==> src/rtl/contador_pkg.sv <==
// Shared definitions for the contador counter family: default width and the
// per-direction reset value.
package contador_pkg;

  localparam int unsigned CNT_W = 4;

  // Up-counters restart from zero, down-counters from all ones.
  function automatic logic [31:0] rst_val(input bit up, input int unsigned width);
    logic [31:0] ones;
    ones = 32'hFFFF_FFFF >> (32 - width);
    return up ? 32'd0 : ones;
  endfunction

endpackage

==> src/rtl/contador_wrappers.sv <==
// Fixed-direction counters used across the system: Contador1 counts up,
// Contador2 counts down, both at the default package width.
module Contador1
  import contador_pkg::*;
(
  input  logic             clk,
  input  logic             rst,
  output logic [CNT_W-1:0] s
);

  contador #(
    .WIDTH(CNT_W),
    .UP   (1'b1)
  ) u_cnt (
    .clk(clk),
    .rst(rst),
    .s  (s)
  );

endmodule


==> src/rtl/contador.sv <==
// Free-running modulo-2^WIDTH counter, direction chosen by UP, with an
// asynchronous active-high reset and the output taken straight from the register.
module contador
  import contador_pkg::*;
#(
  parameter int unsigned WIDTH = CNT_W,
  parameter bit          UP    = 1'b1
) (
  input  logic             clk,
  input  logic             rst,
  output logic [WIDTH-1:0] s
);

  localparam logic [WIDTH-1:0] RST_VAL = WIDTH'(rst_val(UP, WIDTH));

  logic [WIDTH-1:0] cnt_q;
  logic [WIDTH-1:0] cnt_d;

  // Unsigned add/subtract wraps naturally at the register width.
  always_comb begin
    cnt_d = cnt_q;
    if (UP) begin
      cnt_d = cnt_q + WIDTH'(1);
    end else begin
      cnt_d = cnt_q - WIDTH'(1);
    end
  end

  always_ff @(posedge clk or posedge rst) begin
    if (rst) begin
      cnt_q <= RST_VAL;
    end else begin
      cnt_q <= cnt_d;
    end
  end

  assign s = cnt_q;

endmodule

==> config.mk <==
export PLATFORM = sky130hd
export DESIGN_NAME = Contador1
export DESIGN_NICKNAME = d
export VERILOG_FILES = /design/src/rtl/contador_pkg.sv /design/src/rtl/contador_wrappers.sv /design/src/rtl/contador.sv
export SDC_FILE = /design/constraint.sdc
export NUM_CORES = 1
export LEC_CHECK = 0
export CAP_MARGIN = 20
export CORE_AREA = 2 2 39 41
export CTS_BUF_LIST = sky130_fd_sc_hd__clkbuf_8 sky130_fd_sc_hd__clkbuf_16
export DETAILED_ROUTE_END_ITERATION = 7
export DIE_AREA = 0 0 41 43
export DONT_BUFFER_PORTS = 1
export GPL_TIMING_DRIVEN = 0
export SYNTH_ARGS = -nofsm -noshare
export SYNTH_HDL_FRONTEND = slang
export SYNTH_SLANG_ARGS = --single-unit
==> constraint.sdc <==
create_clock -name clk -period 0.9 [get_ports clk]
set_input_delay 0.18 -clock clk [delete_from_list [all_inputs] [get_ports clk]]
set_output_delay 0.18 -clock clk [all_outputs]
set_load 0.03 [all_outputs]
# --- Word-level counts from Yosys, hierarchy flattened ---
# Cells that the tools add are included.
op_classes:
  addsub: 1
  multipliers: 0
  div_mod_pow: 0
  n_lt_le_gt_ge: 0
  eq_ne: 0
  shift: 0
  n_mux: 0
  n_bitwise: 0
  n_reduce_logical: 0
ops:
  columns: ["cell", "n"]
  rows:
  - ["$add 4x1->4 const B", 1]
totals:
  ff_bits: 4
  latch_bits: 0
  ramBits: 0
  romBits: 0
  inputBits: 2
  output_inout_bits: 4
  wordCells: 2
  mem_count: 0

# --- Longest topological paths before layout ---
logic_depth:
  depth_word: 1
  ltp_mapped: 2
  ltp_nobuf: 2

# --- Worst setup path before layout ---
# OpenSTA, ideal clock, no wires.
synth_timing:
  path_kind: "reg2reg"
  from: "register u_cnt.cnt_q[0] (netlist: u_cnt.s[0])"
  to: "register u_cnt.cnt_q[2] (netlist: u_cnt.s[2])"
  t_arrival_ps: 894
  slack_ps: -134
  stages_incl_launch_ff: 3
  n_path_buf: 0
  period_less_slack_ps: 1034
  path_cell_list: "dfrtp_1 -> ha_1 -> xor2_1"
synth_between:
  elab_chain_cells: 1
synth_rtl:
  columns: ["element", "line_no", "rtl"]
  rows:
  - ["start, declared", "contador.sv:16", "logic [WIDTH-1:0] cnt_q;"]
  - ["start signal, assigned", "contador.sv:33", "cnt_q <= cnt_d;"]
  - ["$add 4x1->4", "contador.sv:23", "cnt_d = cnt_q + WIDTH'(1);"]
  - ["via u_cnt.cnt_d[2]", "contador.sv:17", "logic [WIDTH-1:0] cnt_d;"]
# The timed path passes the listed nets, and every way through them passes these cells.

# --- Worst setup path after layout ---
# Same ends and word-level chain as after synthesis.

==> results by group <==
STA
  • FMAX: ~1000 MHz
  • Setup violations, final: 1
  • Tmin final: 0.960 ns
  • Final setup TNS: -0.0603 ns
  • Slew @ Worst Pin: 0.230 ns
  • Pins Over Slew Limit: 0
  • Final Hold Viols: 0
  • RSZ-0062 raised after global routing: yes
  • Slew margin rel.: 84.7%
  • Worst setup margin: -0.0603 ns
  • Clk_skew: ~0.0022 ns
  • Final Cycle Share: 107%

Synthesis
  • Async SR Flop Fraction: 100%
  • Post-Syn Area: 143 µm²
  • Syn avg cell area: around 14 µm²
  • Ranking of synthesized cells by area: dfrtp_1 (70%), ha_1 (8.8%), xnor2_1 (6.1%), xor2_1 (6.1%), inv_1 (5.3%)
  • Most common cell in the netlist: dfrtp_1
  • XOR/XNOR Fraction of Synth Area: 12.3%
  • Area leader, netlist: dfrtp_1
  • Share of the synthesized area in the top cell type: between 70% and 80%
  • Number of flops mapped to enable cells by yosys: 0
  • Syn Nets: 13
  • Adder-cell share of the synthesized area: 8.77%
  • Post-synthesis compound-gate area fraction: 0%
  • Post-Synthesis Cells: 10
  • Simple logic cell fraction of the synthesized area: roughly 3.5%
  • Yosys warns: 0
  • Most used DFF post-synth: dfrtp_1
  • Post-synthesis mux area share: 0%
  • Top post-synthesis cells by count: dfrtp_1 (4), inv_1 (2)
  • Post-synth cell types: 6
  • Register bit count reported by yosys: 4
  • Largest family of logic cells by synthesized area: XOR/XNOR gates
  • Sequential fraction of the synthesis area: 70.2%

Setup path
  • Critical Path AT: between 1 and 1.5 ns
  • Worst path bufs/invs: 0
  • Crit-path cells: ha_4 > xor2_1
  • Crit path largest cell delay: 0.49 ns
  • Setup Crit Path Kind: reg2reg
  • Worst setup EP type: register
  • CP max stage cell: dfrtp_2
  • WP data required: 0.99 ns
  • Cell family with most CP delay: flip-flops
  • Critical Path Source Type: register
  • Crit Path Max Fanout: 4

Clocking
  • Clock transition at path regs: about 0.030 ns
  • H-tree level count: 1
  • Post-CTS setup buffers: 0
  • Clk_lat worst skew: 0.22 ns
  • Num CTS Buffers: 3
  • Clock sink total: 4
  • CTS tree: yes
  • Root buffer cell: clkbuf_8
  • Max clock buf depth: 2

Job
  • Max-Cap Viols: 0

Floorplan
  • IO Pins: 6
  • Row cnt: 14
  • Starting density of the core: 10.3%
  • Die Ht: 43 µm
  • Die ar.: between 1500 and 2000 µm²
  • Core area: between 1000 and 1500 µm²
  • Die Wd: just over 40 µm

GRT
  • Largest net degree at the start of global routing: 5
  • First-pass GRT wire length: 331 µm
  • Vias in the first global route: 92
  • Initial antenna violation count: 0
  • Global-route usage over all layers: approximately 4.4%
  • Grt ovf: 0

Routing
  • First-pass detailed-route iteration total: 2
  • DR iter-0 viols: 3
  • Post-DRT Antenna Nets: 0
  • Routed vias: 81
  • Vias per Instance: approximately 2.6
  • Drt wl/cell: 8.87 µm
  • DRC: 0
  • Final wirelength: 275 µm

Place
  • Port Buffer Count: 0
  • Post-DP Area: 169 µm²
  • Cell Count Post-Placement: 26
  • GP Congestion: 0.423

Cells and area
  • Area delta synth->final: 64.9%
  • Ratio of cells with drive above 1 in the final layout: 53.3%
  • Max reg flops: 4
  • ANT cells: 0
  • Final cell count without fillers: 31
  • Design Area, Final: 235 µm²
  • Nets: 19

Power
  • Lkg Pwr: ~0.11 nW
  • Peak VDD IR: between 0.0002 and 0.0003 V
  • PwrDens: ~2400 nW/µm²

Hold path
  • Worst Hold Class: in2async

Run status
  • Violated checks: setup timing
  • Status: finished with violations
==> metal layers <==
layer	up-vias	GRT usage, %	share of wire, %
li1	39	-	-
met1	36	1.27	32
met2	6	4.06	51
met3	0	6.28	17
met4	0	10.0	0
met5	-	0	0
==> worst register-to-register path, stage by stage (launching register included) <==
cell and delay [ns]:
dfrtp_2 0.49, ha_4 0.20, xor2_1 0.15
==> layout make-up <==
| class | instances | area, µm² |
|---|---|---|
| clock buffer | 3 | 41.3 |
| clock inverter | 1 | 3.75 |
| tap | 16 | 20.0 |
| sequential | 4 | 105 |
| multi-input combinational | 4 | 47.5 |
| inverter | 2 | 7.51 |
| timing repair buffer | 1 | 10.0 |
| fill | 153 | 1150 |
==> final timing paths <==
kind / start / to / slack (ns) / cells after the start
max in group asynchronous: rst / u_cnt.s[3]$_DFF_PP0_ / 0.46 / 2
min: rst / u_cnt.s[2]$_DFF_PP0_ / 0.28 / 2
max: u_cnt.s[0]$_DFF_PP0_ / u_cnt.s[2]$_DFF_PP0_ / -0.06 / 2
min in group clk: u_cnt.s[3]$_DFF_PP0_ / u_cnt.s[3]$_DFF_PP0_ / 0.60 / 1
max reg2reg: u_cnt.s[0]$_DFF_PP0_ / u_cnt.s[2]$_DFF_PP0_ / -0.06 / 2
min reg2reg: u_cnt.s[3]$_DFF_PP0_ / u_cnt.s[3]$_DFF_PP0_ / 0.60 / 1
==> cells in the final DEF (no fill, tap or decap) <==
| master | instances |
|---|---|
| xor2_1 | 1 |
| nand3_1 | 1 |
| ha_4 | 1 |
| dlygate4sd3_1 | 1 |
| xnor2_1 | 1 |
| inv_1 | 3 |
| clkbuf_8 | 3 |
| dfrtp_2 | 4 |
==> cells by family after synthesis <==
group         Yosys count
buf+inv                 2
fa+ha+maj               1
flops                   4
xor+xnor                2
simple gates            1
==> stage by stage <==
stage               hold WS, ns  util (%)  power (mW)  worst slack (ns)
finish                    0.283      17.0       0.575           -0.0603
global route              0.309      17.0       0.601           -0.0775
CTS                       0.285      17.0       0.592           -0.0616
detailed placement      -0.0401      12.2       0.187           -0.0721
global placement        -0.0513      12.2       0.186           -0.0557
floorplan               -0.0541         -       0.186           -0.0433
==> report_power, final <==
group	switching [mW]	internal (mW)
Sequential	0	0.181
Combinational	0.00358	0.00319
Clock	0.0964	0.291
Total	0.100	0.475
==> repair_timing <==
action	4_1_cts	5_1_grt
hold buffers	1	0
hold endpoints to repair	4	0
resized for setup	2	0
pin swaps	0	1
endpoints found under the setup margin	2	3
Power figures use the tool's default switching activity.
